## src/rtl/mem_arb_pkg.sv

```systemverilog
// Shared types and default sizes for the memory arbiter.
// The optional round-robin arbitration is enabled by defining MEM_ARB_RR_EN.
package mem_arb_pkg;

  localparam int ADDR_W_DEF  = 32;
  localparam int DATA_W_DEF  = 32;
  localparam int MEM_LAT_DEF = 1;

  typedef enum logic [1:0] {
    IDLE  = 2'd0,
    ISSUE = 2'd1,
    WAIT  = 2'd2,
    RESP  = 2'd3
  } state_t;

  typedef enum logic {
    OWN_IF = 1'b0,
    OWN_DM = 1'b1
  } owner_t;

endpackage

```

## src/rtl/mem_arb_pick.sv

```systemverilog
// Combinational owner picker for the memory arbiter.
// MEM_ARB_RR_EN defined: on contention the requester not granted most recently wins.
// MEM_ARB_RR_EN undefined: fixed priority, dm over if; last_grant is ignored.
// The result is only meaningful when at least one request is high.
module mem_arb_pick
  import mem_arb_pkg::*;
(
  input  logic   if_req,
  input  logic   dm_req,
  input  owner_t last_grant,
  output owner_t owner
);

`ifdef MEM_ARB_RR_EN
  // Round-robin: alternate on contention, otherwise take whoever asks.
  always_comb begin
    owner = OWN_IF;
    if (if_req && dm_req) begin
      owner = (last_grant == OWN_DM) ? OWN_IF : OWN_DM;
    end else if (dm_req) begin
      owner = OWN_DM;
    end
  end
`else
  logic unused_last_grant;
  assign unused_last_grant = ^last_grant;

  // Fixed priority: the load/store path always beats instruction fetch.
  always_comb begin
    owner = OWN_IF;
    if (dm_req) begin
      owner = OWN_DM;
    end
  end
`endif

endmodule

```

## src/rtl/mem_arbiter.sv

```systemverilog
// Two-port arbiter sharing one fixed-latency single-port memory between the
// instruction-fetch port (if_*) and the load/store port (dm_*).
// Build option: MEM_ARB_RR_EN selects round-robin instead of dm-first priority.
//
// Handshake: a requester raises <p>_req with its fields and holds it until the
// one-cycle <p>_ack pulse. Fields are captured only at grant (IDLE); later
// changes are ignored. A new request may be raised the cycle after ack. A req
// dropped before ack still gets its access completed and its ack pulsed.
//
// Timeline for a request seen in IDLE at cycle t:
//   t+1            ISSUE : mem_en high
//   t+2..t+1+LAT   WAIT  : mem_rdata captured on the last WAIT cycle
//   t+2+LAT        RESP  : owner's ack high
//   t+3+LAT        IDLE
// Every output is a flop, so no req reaches a mem_* output combinationally.
module mem_arbiter
  import mem_arb_pkg::*;
#(
  parameter int ADDR_W  = ADDR_W_DEF,
  parameter int DATA_W  = DATA_W_DEF,
  parameter int MEM_LAT = MEM_LAT_DEF
) (
  input  logic              clk,
  input  logic              rst,
  input  logic              if_req,
  input  logic [ADDR_W-1:0] if_addr,
  output logic              if_ack,
  output logic [DATA_W-1:0] if_rdata,
  input  logic              dm_req,
  input  logic              dm_we,
  input  logic [ADDR_W-1:0] dm_addr,
  input  logic [DATA_W-1:0] dm_wdata,
  output logic              dm_ack,
  output logic [DATA_W-1:0] dm_rdata,
  output logic              mem_en,
  output logic              mem_we,
  output logic [ADDR_W-1:0] mem_addr,
  output logic [DATA_W-1:0] mem_wdata,
  input  logic [DATA_W-1:0] mem_rdata,
  output logic              busy
);

  localparam int CNT_W = $clog2(MEM_LAT + 1);

  state_t              state_q,     state_d;
  owner_t              owner_q,     owner_d;
  logic [CNT_W-1:0]    cnt_q,       cnt_d;
  logic                mem_en_q,    mem_en_d;
  logic                mem_we_q,    mem_we_d;
  logic [ADDR_W-1:0]   mem_addr_q,  mem_addr_d;
  logic [DATA_W-1:0]   mem_wdata_q, mem_wdata_d;
  logic                if_ack_q,    if_ack_d;
  logic                dm_ack_q,    dm_ack_d;
  logic [DATA_W-1:0]   if_rdata_q,  if_rdata_d;
  logic [DATA_W-1:0]   dm_rdata_q,  dm_rdata_d;
  logic                busy_q,      busy_d;

  owner_t              pick_owner;
  owner_t              last_grant;
  logic                grant;

  // A grant happens only from IDLE when somebody is asking.
  assign grant = (state_q == IDLE) && (if_req || dm_req);

`ifdef MEM_ARB_RR_EN
  owner_t last_grant_q, last_grant_d;

  // Remember who was granted last; starts at dm so the first contention goes to if.
  always_comb begin
    last_grant_d = last_grant_q;
    if (grant) begin
      last_grant_d = pick_owner;
    end
  end

  // Last-grant register.
  always_ff @(posedge clk) begin
    if (rst) begin
      last_grant_q <= OWN_DM;
    end else begin
      last_grant_q <= last_grant_d;
    end
  end

  assign last_grant = last_grant_q;
`else
  assign last_grant = OWN_DM;
`endif

  mem_arb_pick u_pick (
    .if_req     (if_req),
    .dm_req     (dm_req),
    .last_grant (last_grant),
    .owner      (pick_owner)
  );

  // Next-state and next-output logic for the access sequencer.
  always_comb begin
    state_d     = state_q;
    owner_d     = owner_q;
    cnt_d       = cnt_q;
    mem_en_d    = 1'b0;
    mem_we_d    = mem_we_q;
    mem_addr_d  = mem_addr_q;
    mem_wdata_d = mem_wdata_q;
    if_ack_d    = 1'b0;
    dm_ack_d    = 1'b0;
    if_rdata_d  = if_rdata_q;
    dm_rdata_d  = dm_rdata_q;

    case (state_q)
      IDLE: begin
        if (grant) begin
          owner_d  = pick_owner;
          state_d  = ISSUE;
          mem_en_d = 1'b1;
          if (pick_owner == OWN_DM) begin
            mem_we_d    = dm_we;
            mem_addr_d  = dm_addr;
            mem_wdata_d = dm_wdata;
          end else begin
            // Fetches never write memory.
            mem_we_d    = 1'b0;
            mem_addr_d  = if_addr;
            mem_wdata_d = '0;
          end
        end
      end
      ISSUE: begin
        state_d = WAIT;
        cnt_d   = CNT_W'(MEM_LAT);
      end
      WAIT: begin
        if (cnt_q == CNT_W'(1)) begin
          state_d = RESP;
          if (owner_q == OWN_DM) begin
            dm_ack_d = 1'b1;
            // Stores leave the previous load data in place.
            if (!mem_we_q) begin
              dm_rdata_d = mem_rdata;
            end
          end else begin
            if_ack_d   = 1'b1;
            if_rdata_d = mem_rdata;
          end
        end else begin
          cnt_d = cnt_q - CNT_W'(1);
        end
      end
      RESP: begin
        state_d = IDLE;
      end
      default: begin
        state_d = IDLE;
      end
    endcase

    busy_d = (state_d != IDLE);
  end

  // State and registered outputs; reset abandons any access in flight.
  always_ff @(posedge clk) begin
    if (rst) begin
      state_q     <= IDLE;
      owner_q     <= OWN_IF;
      cnt_q       <= '0;
      mem_en_q    <= 1'b0;
      mem_we_q    <= 1'b0;
      mem_addr_q  <= '0;
      mem_wdata_q <= '0;
      if_ack_q    <= 1'b0;
      dm_ack_q    <= 1'b0;
      if_rdata_q  <= '0;
      dm_rdata_q  <= '0;
      busy_q      <= 1'b0;
    end else begin
      state_q     <= state_d;
      owner_q     <= owner_d;
      cnt_q       <= cnt_d;
      mem_en_q    <= mem_en_d;
      mem_we_q    <= mem_we_d;
      mem_addr_q  <= mem_addr_d;
      mem_wdata_q <= mem_wdata_d;
      if_ack_q    <= if_ack_d;
      dm_ack_q    <= dm_ack_d;
      if_rdata_q  <= if_rdata_d;
      dm_rdata_q  <= dm_rdata_d;
      busy_q      <= busy_d;
    end
  end

  assign mem_en    = mem_en_q;
  assign mem_we    = mem_we_q;
  assign mem_addr  = mem_addr_q;
  assign mem_wdata = mem_wdata_q;
  assign if_ack    = if_ack_q;
  assign dm_ack    = dm_ack_q;
  assign if_rdata  = if_rdata_q;
  assign dm_rdata  = dm_rdata_q;
  assign busy      = busy_q;

endmodule
```

## config.mk

```make
export PLATFORM = sky130hd
export DESIGN_NAME = mem_arbiter
export DESIGN_NICKNAME = d
export VERILOG_FILES = /design/src/rtl/mem_arb_pkg.sv /design/src/rtl/mem_arb_pick.sv /design/src/rtl/mem_arbiter.sv
export SDC_FILE = /design/constraint.sdc
export NUM_CORES = 1
export LEC_CHECK = 0
export ABC_AREA = 1
export CAP_MARGIN = 20
export CELL_PAD_IN_SITES_DETAIL_PLACEMENT = 1
export CELL_PAD_IN_SITES_GLOBAL_PLACEMENT = 2
export CORE_MARGIN = 4
export CORE_UTILIZATION = 21
export CTS_CLUSTER_DIAMETER = 40
export DETAILED_ROUTE_END_ITERATION = 7
export GPL_TIMING_DRIVEN = 0
export PLACE_DENSITY = 0.76
export SLEW_MARGIN = 10
export SYNTH_ARGS = -nofsm -noshare
export SYNTH_HDL_FRONTEND = slang
export SYNTH_SLANG_ARGS = --single-unit
```

## constraint.sdc

```tcl
create_clock -name clk -period 2 [get_ports clk]
set_clock_uncertainty 0.2 [all_clocks]
set_input_delay 0.2 -clock clk [delete_from_list [all_inputs] [get_ports clk]]
set_output_delay 0.2 -clock clk [all_outputs]
set_load 0.05 [all_outputs]
```

==> results of run 1 <==
-- power by group through the flow --
stage | Sequential (mW) | Clock (mW) | Combinational (mW)
final | 3.47 | 3.18 | 4.83
after detailed placement | 3.55 | 0 | 5.13
after floorplan | 5.16 | 0 | 1.62
after CTS | 3.49 | 3.31 | 4.94
after global routing | 3.54 | 3.40 | 5.28
after global placement | 3.54 | 0 | 5.10
-- cells by family (layout without fill, tap and decap cells) --
family,Yosys count,in the layout,synth area share
AO/OA/AOI/OAI,66,66,0.0560
adder cells (fa/ha/maj),2,2,0.00424
AND/OR/NAND/NOR,535,535,0.375
buffers and inverters,133,429,0.100
flip-flops,137,137,0.465
-- final cells by class --
class / instances / area (sq um)
buffer: 57 / 305
clock buffer: 17 / 425
clock inverter: 15 / 165
fill: 3481 / 18200
inverter: 76 / 288
multi-input combinational: 603 / 2570
sequential: 137 / 2740
tap: 378 / 473
timing repair buffer: 264 / 2630
-- sequential cells by signal (all words and copies together) (netlist names), 2 cells and up --
signal and count:
dm_rdata 32, if_rdata 32, mem_addr 32, mem_wdata 32, state_q 2
-- placed cells by master (no fill, tap or decap), drive strengths merged --
master / synthesis / final
a21oi: 34 / 34
buf: 48 / 48
clkbuf: 9 / 26
clkdlybuf4s50: 0 / 134
clkinv: 0 / 3
clkinvlp: 0 / 1
dfxtp: 137 / 137
dlygate4sd2: 0 / 91
dlymetal6s2s: 0 / 39
ha: 2 / 2
inv: 76 / 87
nand2: 264 / 264
nand3: 36 / 36
nand3b: 33 / 33
nor2: 200 / 200
nor3: 2 / 2
o21ai: 32 / 32
-- path summary, 6_finish.rpt --
path                                    from  slack [ns]                          to
hold / removal                        dm_req        0.03    mem_addr[1]$_SDFFE_PP0P_
hold reg to reg   mem_wdata[26]$_SDFFE_PP0P_        0.26  mem_wdata[26]$_SDFFE_PP0P_
setup reg to reg       state_q[0]$_SDFF_PP0_        0.23   if_rdata[28]$_SDFFE_PP0P_
setup / recovery           mem_en$_SDFF_PP0_        0.05                      mem_en
-- through the flow --
| step | util | std cells | worst slack, ns | power (mW) |
|---|---|---|---|---|
| 4_1_cts | 0.342 | 1547 | 0.000296 | 11.7 |
| 2_1_floorplan | - | 873 | 0.518 | 6.78 |
| 5_1_grt | 0.345 | 1547 | 0.00520 | 12.2 |
| 3_3_place_gp | 0.325 | 1515 | 0.0691 | 8.64 |
| 6_report | 0.345 | 1547 | 0.0466 | 11.5 |
| 3_5_place_dp | 0.325 | 1515 | 0.0221 | 8.68 |
-- metal layers --
layer / routed length, um / vias to the layer above / global-route usage / share of wire
met5: 8 / - / 0 / 0.00034
met4: 546 / 2 / 0.0504 / 0.023
met3: 1890 / 28 / 0.0573 / 0.080
met2: 10600 / 180 / 0.238 / 0.45
met1: 10500 / 2852 / 0.190 / 0.45
li1: - / 3225 / - / -
-- timing repair --
item / in CTS / in global routing
cloned: 0 / 0
hold buffers: 0 / 0
resized for setup: 91 / 41
setup endpoints to repair: 91 / 40
==> key figures, run 1 <==
Detailed routing
  • Final wirelength: between 20 and 25 mm
  • Detail Route Antenna Nets: 0
  • DRC violations left: 0
  • Via count: 6287
  • Iteration-0 DRC Markers: 163
  • Vias per std cell: 4.06
  • Per-cell routed wire length: 15.2 um
  • Drt pass-1 iters: 4

Critical path
  • Crit path max fanout: 1
  • Worst path slowest cell: clkdlybuf4s50_1
  • Worst Setup Path Type: reg2out
  • Crit end category: output port
  • WP depth: 1
  • Buffers plus inverters on the worst setup path: 1
  • CP delay by family, top: buffers and inverters
  • CP arrival: between 1.5 and 2 ns
  • Cell chain of the critical path: clkdlybuf4s50_1
  • CP max stage delay: 0.83 ns
  • Path depth of the worst reg2reg path: 8
  • CP required: 1.60 ns
  • Critical Path Source Type: register

Clock network
  • Clock Sinks: 137
  • CTS tree: built
  • Max clock buf depth: 2
  • CTS root buffer: clkbuf_16
  • Cts bufs inserted: 17
  • Clock-pin slew of the registers on the worst-case setup and hold paths: 0.07 ns
  • H-tree depth: 4
  • Worst skew pair latency: between 0.4 and 0.5 ns
  • Post-CTS setup buffer count: 0

Pwr
  • Sw Share: 0.447
  • Power density cells: 1200 nW/um^2
  • Sequential power share: 0.302
  • NetSw: 5.13 mW
  • Power share of the clock group: 0.277
  • Max VDD drop: 0.465 mV
  • Cell Int Power: 6.35 mW
  • Comb power frac: 0.421
  • Leak: between 5 and 6 nW

Run status
  • Status: finished clean

Timing
  • Max-slew headroom: 0.617
  • Worst Hold Margin: 0.0292 ns
  • Endpoints failing setup: 0
  • Max Clk Rate: 0.512 GHz
  • Slew Limit Fails: 0
  • Crit share post-route: 0.977
  • Final hold vios: 0
  • Setup TNS: 0 ns
  • RSZ-0062 raised after global routing: false
  • Worst-margin pin slew: 0.576 ns
  • Fin crit period: around 2 ns

Global routing
  • Initial antenna violation count: 1
  • Vias in the first global route: roughly 6500
  • GRT Util Overall: 0.151
  • GR Overflow Total: 0
  • First-pass GRT wire length: 36.6 mm
  • Pin count of the biggest net entering global routing: 18

Finish
  • Synth-to-layout area growth: 62.5%
  • Nets: 1291
  • Share of post-route cells with drive strength above 1: 0.0753
  • Fin area: between 9000 and 10000 sq um
  • ANT cells: 0

Synthesis
  • Distinct cell type count after synthesis: 22
  • Most frequent cell after synthesis: nand2_1
  • EDFF count, synth: 0
  • Area leader, netlist: dfxtp_1
  • Synth Register Bits: 137
  • Mapped cell area: a little under 6000 sq um
  • Primary FF master, synth: dfxtp_1
  • Post-synth top cells: nand2_1 (261), nor2_1 (198), dfxtp_1 (137)
  • Syn Area/Cell: 6.76 sq um
  • Post-synthesis sequential area ratio: 0.465
  • Dominant cells by area after synthesis: dfxtp_1 (46%), nand2_1 (17%), nor2_1 (13%), inv_1 (4.6%), nand3b_1 (4.2%)
  • Syn Nets: 1008
  • FFs w/ async S/R, synth: 0
  • Ys Warns: 0
  • Yosys top cell area share: 0.465
  • Syn Inst Count: 873

Die
  • Die area: 30900 sq um
  • I/O pin count: 266
  • Die H: 176 um
  • Core Region: 27800 sq um
  • Chip width: 176 um
  • Starting Density: 0.212
  • Row count: ~60

Placement
  • Dpl cell area: between 9000 and 10000 sq um
  • Port Buffers: between 200 and 300
  • Hpwl dp: 17.8 mm
  • Placer congestion estimate: between 0.7 and 0.8

Run
  • Max-cap viol count: 0

Min path
  • Hold path depth: 6
  • Hold Crit Class: in2reg
No activity file was read; power rests on OpenSTA's default activity.
==> run 2: changes to the inputs <==
- REMOVE_ABC_BUFFERS: unset -> 1
==> run 2 against run 1 <==
Fmax hardly changed. Clock-buffer cell count increased by 1. Critical path depth stayed put. Global-route usage decreased by 0.14 points. Non-clock buffer count fell by 44. Final area increased by 1.1%. Total power increased by 3.0%. Sequential share of layout area decreased by 0.31 points. Die area did not move. Worst hold slack better by 0.075 ns. Setup slack got worse by 0.0020 ns. Via count fell by 1.6%.
==> key figures, run 2 (synthesis results as in run 1) <==
Run status
  • Status: finished clean (unchanged)

Timing
  • Slew Limit Fails: 0 (unchanged)
  • RSZ-0062 raised after global routing: false (unchanged)
  • Final hold vios: 0 (unchanged)
  • Worst Hold Margin: 0.104 ns (was 0.0292 ns)
  • Crit share post-route: 0.978 (was 0.977)
  • Max-slew headroom: 0.614 (was 0.617)
  • Endpoints failing setup: 0 (unchanged)
  • Final WS setup: 0.0447 ns (was 0.0466 ns)
  • Worst-margin pin slew: 0.582 ns (was 0.576 ns)
  • Fin crit period: 1.96 ns (was 1.95 ns)
  • Max Clk Rate: 0.511 GHz (was 0.512 GHz)

Clock network
  • Worst skew pair latency: 0.41 ns (was 0.42 ns)
  • Clock-pin slew of the registers on the worst-case setup and hold paths: 0.06 ns (was 0.07 ns)
  • CTS root buffer: clkbuf_16 (unchanged)
  • H-tree depth: 4 (unchanged)
  • Clock Sinks: 137 (unchanged)
  • Cts bufs inserted: 17 (unchanged)
  • CTS tree: built (unchanged)
  • Max clock buf depth: 2 (unchanged)

Placement
  • Placer congestion estimate: 0.696 (was 0.750)
  • Placed Cells incl. Taps: 1464 (was 1515)
  • Worst slack, placed: -1.35 ns (was 0.0221 ns)
  • Hpwl dp: 15.1 mm (was 17.8 mm)
  • Port Buffers: 265 (was 264)

Pwr
  • Max VDD drop: 0.657 mV (was 0.465 mV)
  • Power density cells: 1220 nW/um^2 (was 1200 nW/um^2)
  • Leak: 5.47 nW (was 5.34 nW)

Critical path
  • Crit path max fanout: 2 (was 1)
  • Crit end category: output port (unchanged)
  • CP arrival: 1.56 ns (was 1.55 ns)
  • Worst path slowest cell: clkdlybuf4s50_1 (unchanged)
  • CP max stage delay: 0.81 ns (was 0.83 ns)
  • CP required: 1.60 ns (about the same)
  • Worst Setup Path Type: reg2out (unchanged)
  • Cell chain of the critical path: clkdlybuf4s50_1 (unchanged)
  • Critical Path Source Type: register (unchanged)
  • CP delay by family, top: buffers and inverters (unchanged)
  • Buffers plus inverters on the worst setup path: 1 (unchanged)

Detailed routing
  • Drt pass-1 iters: 4 (unchanged)
  • Vias per std cell: 4.11 (was 4.06)
  • DRC violations left: 0 (unchanged)
  • Met3 Routed Length: 2.32 mm (was 1.89 mm)
  • Detail Route Antenna Nets: 0 (unchanged)
  • Per-cell routed wire length: 15.7 um (was 15.2 um)
  • Met1 WL: 10.6 mm (was 10.5 mm)
  • Max Used Layer: met5 (unchanged)
  • WL met2: 10.6 mm (about the same)
  • Iteration-0 DRC Markers: 261 (was 163)
  • Via count: 6186 (was 6287)
  • Final wirelength: 23.7 mm (was 23.5 mm)

Finish
  • Synth-to-layout area growth: 64.3% (was 62.5%)
  • ANT cells: 0 (unchanged)
  • Nets: 1250 (was 1291)
  • Share of post-route cells with drive strength above 1: 0.0550 (was 0.0753)
  • Area of the multi-input gates: 2650 sq um (was 2570 sq um)
  • Commonest non-fill, non-tap cell in the layout: nand2_1 (unchanged)
  • Register area: 2740 sq um (unchanged)
  • Final std cells w/o fill: 1506 (was 1547)
  • Filler cells: 3453 (was 3481)
  • Most frequent cells in the layout: nand2_1 (261), nor2_1 (197), clkdlybuf4s50_1 (147) (was nand2_1 (261), nor2_1 (198), dfxtp_1 (137))

Global routing
  • Initial antenna violation count: 1 (unchanged)
  • GRT Util Overall: 0.149 (was 0.151)
  • Vias in the first global route: 6475 (was 6484)
  • GR Overflow Total: 0 (unchanged)
  • Pin count of the biggest net entering global routing: 100 (was 18)
  • First-pass GRT wire length: 36.9 mm (was 36.6 mm)

Min path
  • Hold Crit Class: in2reg (unchanged)

Die
  • I/O pin count: 266 (unchanged)
  • Die area: 30900 sq um (unchanged)
  • Chip width: 176 um (unchanged)
  • Core Region: 27800 sq um (unchanged)
  • Row count: 61 (unchanged)
  • Die H: 176 um (unchanged)
  • Starting Density: 0.212 (unchanged)

Run
  • Max-cap viol count: 0 (unchanged)
-- run 2: cell count changes in the layout (fill, tap and decap cells not counted), moves of 4 or more --
| cell | previous run | this run |
|---|---|---|
| dlygate4sd2_1 | 91 | 54 |
| buf_2 | 36 | 1 |
| dlymetal6s2s_1 | 39 | 61 |
| clkdlybuf4s50_1 | 134 | 147 |
| clkbuf_1 | 8 | 0 |
| inv_8 | 5 | 1 |
| nor2_4 | 0 | 4 |
-- run 2: worst paths after layout --
kind                              start                          to  slack, ns  cells past startpoint
max          mem_wdata[16]$_SDFFE_PP0P_               mem_wdata[16]       0.04                      1
max reg2reg        owner_q$_SDFFE_PP0P_   dm_rdata[23]$_SDFFE_PP0P_       0.21                      5
min                              dm_req        owner_q$_SDFFE_PP0P_       0.10                      3
min reg2reg  mem_wdata[14]$_SDFFE_PP0P_  mem_wdata[14]$_SDFFE_PP0P_       0.26                      2
-- run 2: what timing repair did --
| action | CTS | global route |
|---|---|---|
| buffers inserted | 6 | 0 |
| hold buffers | 1 | 0 |
| pin swaps | 3 | 1 |
| gates cloned | 1 | 2 |
| endpoints found under the setup margin | 174 | 176 |
| hold endpoints to repair | 7 | 0 |
| gates resized for setup | 63 | 67 |
-- run 2: routing by layer --
layer / vias to the layer above / track usage
met2: 190 / 0.239
met1: 2838 / 0.188
met3: 11 / 0.0669
met4: 2 / 0.0276
met5: - / 0
li1: 3145 / -
-- run 2: layout make-up --
class / instances / share of cell area
Clock inverter: 14 / 0.0191
Clock buffer: 18 / 0.0453
Multi-Input combinational cell: 606 / 0.273
Tap cell: 378 / 0.0488
Timing Repair Buffer: 277 / 0.300
Sequential cell: 137 / 0.283
Inverter: 76 / 0.0308
-- run 2: power breakdown --
group / total (mW) / internal, mW / switching, mW / leakage [nW]
clock network: 3.40 / 2.03 / 1.38 / 0.296
registers: 3.49 / 3.24 / 0.250 / 1.12
logic: 4.92 / 1.48 / 3.45 / 4.06
-- run 2: metrics by stage --
step | instance area [sq um] | setup TNS (ns) | utilization | total power, mW
after global routing | 9700 | 0 | 0.349 | 12.6
after floorplan | 5600 | -21.20 | - | 6.55
final | 9700 | 0 | 0.349 | 11.8
after CTS | 9510 | -0.182 | 0.342 | 12.0
after detailed placement | 8850 | -98.80 | 0.319 | 8.53
after global placement | 8720 | -380.14 | 0.314 | 8.39
==> run 3: changes to the inputs <==
- CTS_BUF_LIST: unset -> sky130_fd_sc_hd__clkbuf_16
- GPL_ROUTABILITY_DRIVEN: unset -> 0
==> run 3 against run 2 <==
Sequential share of layout area about the same. Largest cell class unchanged. Setup slack about the same. Sequential power about the same. Cell count unchanged. Clock power decreased by 1%. Wire length about the same. Fmax about the same. First-iteration DRC count unchanged. Via count increased by 0.13%. Clock-buffer cell count decreased by 1.
==> key figures, run 3 (synthesis results as in run 1) <==
Timing
  • Max Clk Rate: 0.512 GHz (was 0.511 GHz)
  • Fin crit period: 1.95 ns (was 1.96 ns)
  • Setup TNS: 0 ns (unchanged)
  • Slew Limit Fails: 0 (unchanged)
  • Endpoints failing setup: 0 (unchanged)
  • Max-slew headroom: 0.615 (was 0.614)
  • Final hold vios: 0 (unchanged)
  • RSZ-0062 raised after global routing: false (unchanged)
  • Crit share post-route: 0.977 (was 0.978)
  • Worst Hold Margin: 0.104 ns (about the same)
  • Worst-margin pin slew: 0.580 ns (was 0.582 ns)

Detailed routing
  • Iteration-0 DRC Markers: 261 (unchanged)
  • Vias per std cell: 4.11 (about the same)
  • Drt pass-1 iters: 4 (unchanged)
  • DRC violations left: 0 (unchanged)
  • Detail Route Antenna Nets: 0 (unchanged)
  • Per-cell routed wire length: 15.7 um (about the same)
  • Via count: 6194 (was 6186)
  • Final wirelength: 23.7 mm (about the same)

Clock network
  • Clock Sinks: 137 (unchanged)
  • Max clock buf depth: 2 (unchanged)
  • H-tree depth: 4 (unchanged)
  • Cts bufs inserted: 17 (unchanged)
  • Clock-pin slew of the registers on the worst-case setup and hold paths: 0.06 ns (about the same)
  • CTS tree: built (unchanged)
  • CTS root buffer: clkbuf_16 (unchanged)
  • Worst skew pair latency: 0.41 ns (about the same)

Die
  • Row count: 61 (unchanged)
  • I/O pin count: 266 (unchanged)
  • Core Region: 27800 sq um (unchanged)
  • Chip width: 176 um (unchanged)
  • Starting Density: 0.212 (unchanged)
  • Die H: 176 um (unchanged)
  • Die area: 30900 sq um (unchanged)

Pwr
  • Leak: 5.48 nW (was 5.47 nW)
  • Design Power: 11.8 mW (about the same)
  • Power density cells: 1220 nW/um^2 (about the same)
  • Max VDD drop: 0.664 mV (was 0.657 mV)

Critical path
  • CP delay by family, top: buffers and inverters (unchanged)
  • Cell chain of the critical path: clkdlybuf4s50_1 (unchanged)
  • WP depth: 1 (unchanged)
  • Path depth of the worst reg2reg path: 5 (unchanged)
  • Buffers plus inverters on the worst setup path: 1 (unchanged)
  • CP required: 1.60 ns (about the same)
  • Worst Setup Path Type: reg2out (unchanged)
  • Critical Path Source Type: register (unchanged)
  • CP max stage delay: 0.81 ns (about the same)
  • Crit path max fanout: 2 (unchanged)
  • Crit end category: output port (unchanged)
  • Worst path slowest cell: clkdlybuf4s50_1 (unchanged)
  • CP arrival: 1.55 ns (was 1.56 ns)

Min path
  • Hold Crit Class: in2reg (unchanged)
  • Hold path depth: 3 (unchanged)

Run
  • Max-cap viol count: 0 (unchanged)

Placement
  • Port Buffers: 265 (unchanged)
  • Hpwl dp: 15.1 mm (unchanged)

Global routing
  • Initial antenna violation count: 1 (unchanged)
  • GR Overflow Total: 0 (unchanged)
  • Pin count of the biggest net entering global routing: 100 (unchanged)
  • First-pass GRT wire length: 36.9 mm (unchanged)
  • GRT Util Overall: 0.149 (unchanged)
  • Vias in the first global route: 6475 (unchanged)

Run status
  • Status: finished clean (unchanged)

Finish
  • Synth-to-layout area growth: 64.2% (was 64.3%)
  • ANT cells: 0 (unchanged)
  • Share of post-route cells with drive strength above 1: 0.0541 (was 0.0550)
  • Most frequent cells in the layout: nand2_1 (261), nor2_1 (197), clkdlybuf4s50_1 (147) (unchanged)
  • Utilization after layout: 0.349 (about the same)
  • Nets: 1250 (unchanged)
  • Commonest non-fill, non-tap cell in the layout: nand2_1 (unchanged)
-- run 3: cell types whose count changed in the layout (fill, tap and decap cells not counted), sizes merged --
cell and change:
clkinv +1, dlymetal6s2s +1, dlygate4sd2 -1, clkbuf -1
-- run 3: path summary, 6_finish.rpt --
| path | start | endpoint | slack [ns] |
|---|---|---|---|
| max | mem_wdata[16]$_SDFFE_PP0P_ | mem_wdata[16] | 0.05 |
| min | dm_req | owner_q$_SDFFE_PP0P_ | 0.10 |
| max reg2reg | owner_q$_SDFFE_PP0P_ | dm_rdata[23]$_SDFFE_PP0P_ | 0.21 |
| min reg2reg | mem_wdata[14]$_SDFFE_PP0P_ | mem_wdata[14]$_SDFFE_PP0P_ | 0.26 |
-- run 3: layout make-up --
| cell class | count | area, sq um |
|---|---|---|
| multi-input cells | 606 | 2650 |
| repair buffers | 277 | 2910 |
| fillers | 3458 | 18100 |
| flip-flops and latches | 137 | 2740 |
| inverters | 76 | 299 |
| clock inverters | 15 | 189 |
| well taps | 378 | 473 |
| clock buffers | 17 | 425 |
-- run 3: power breakdown --
group,switching [mW],internal (mW)
Sequential,0.250,3.24
Combinational,3.45,1.48
Clock,1.37,1.99
-- run 3: repair_timing --
item / CTS / global route
endpoints found under the hold margin: 7 / 0
pin swaps: 3 / 1
setup buffers: 6 / 0
resized for setup: 62 / 68
endpoints found under the setup margin: 173 / 177
hold buffers: 1 / 0
cloned: 1 / 2
-- run 3: per-layer routing --
layer  global-route usage  routed length [um]
met1                0.188               10600
met2                0.239               10600
met3               0.0669                2310
met4               0.0276                 144
met5                    0                  17
-- run 3: stage by stage --
| stage | instances | cell area (sq um) | setup WS, ns |
|---|---|---|---|
| after floorplan | 816 | 5600 | -0.315 |
| after global placement | 1459 | 8720 | -3.81 |
| after detailed placement | 1464 | 8850 | -1.35 |
| after CTS | 1504 | 9500 | -0.0226 |
| after global routing | 1506 | 9690 | 0.000226 |
| final | 1506 | 9690 | 0.0452 |
-- run 3: worst reg2reg max path, delay by kind of cell, from the launching register on --
kind | cells | cell delay (ns)
simple gates | 4 | 0.74
buf+inv | 1 | 0.20
flops | 1 | 0.56
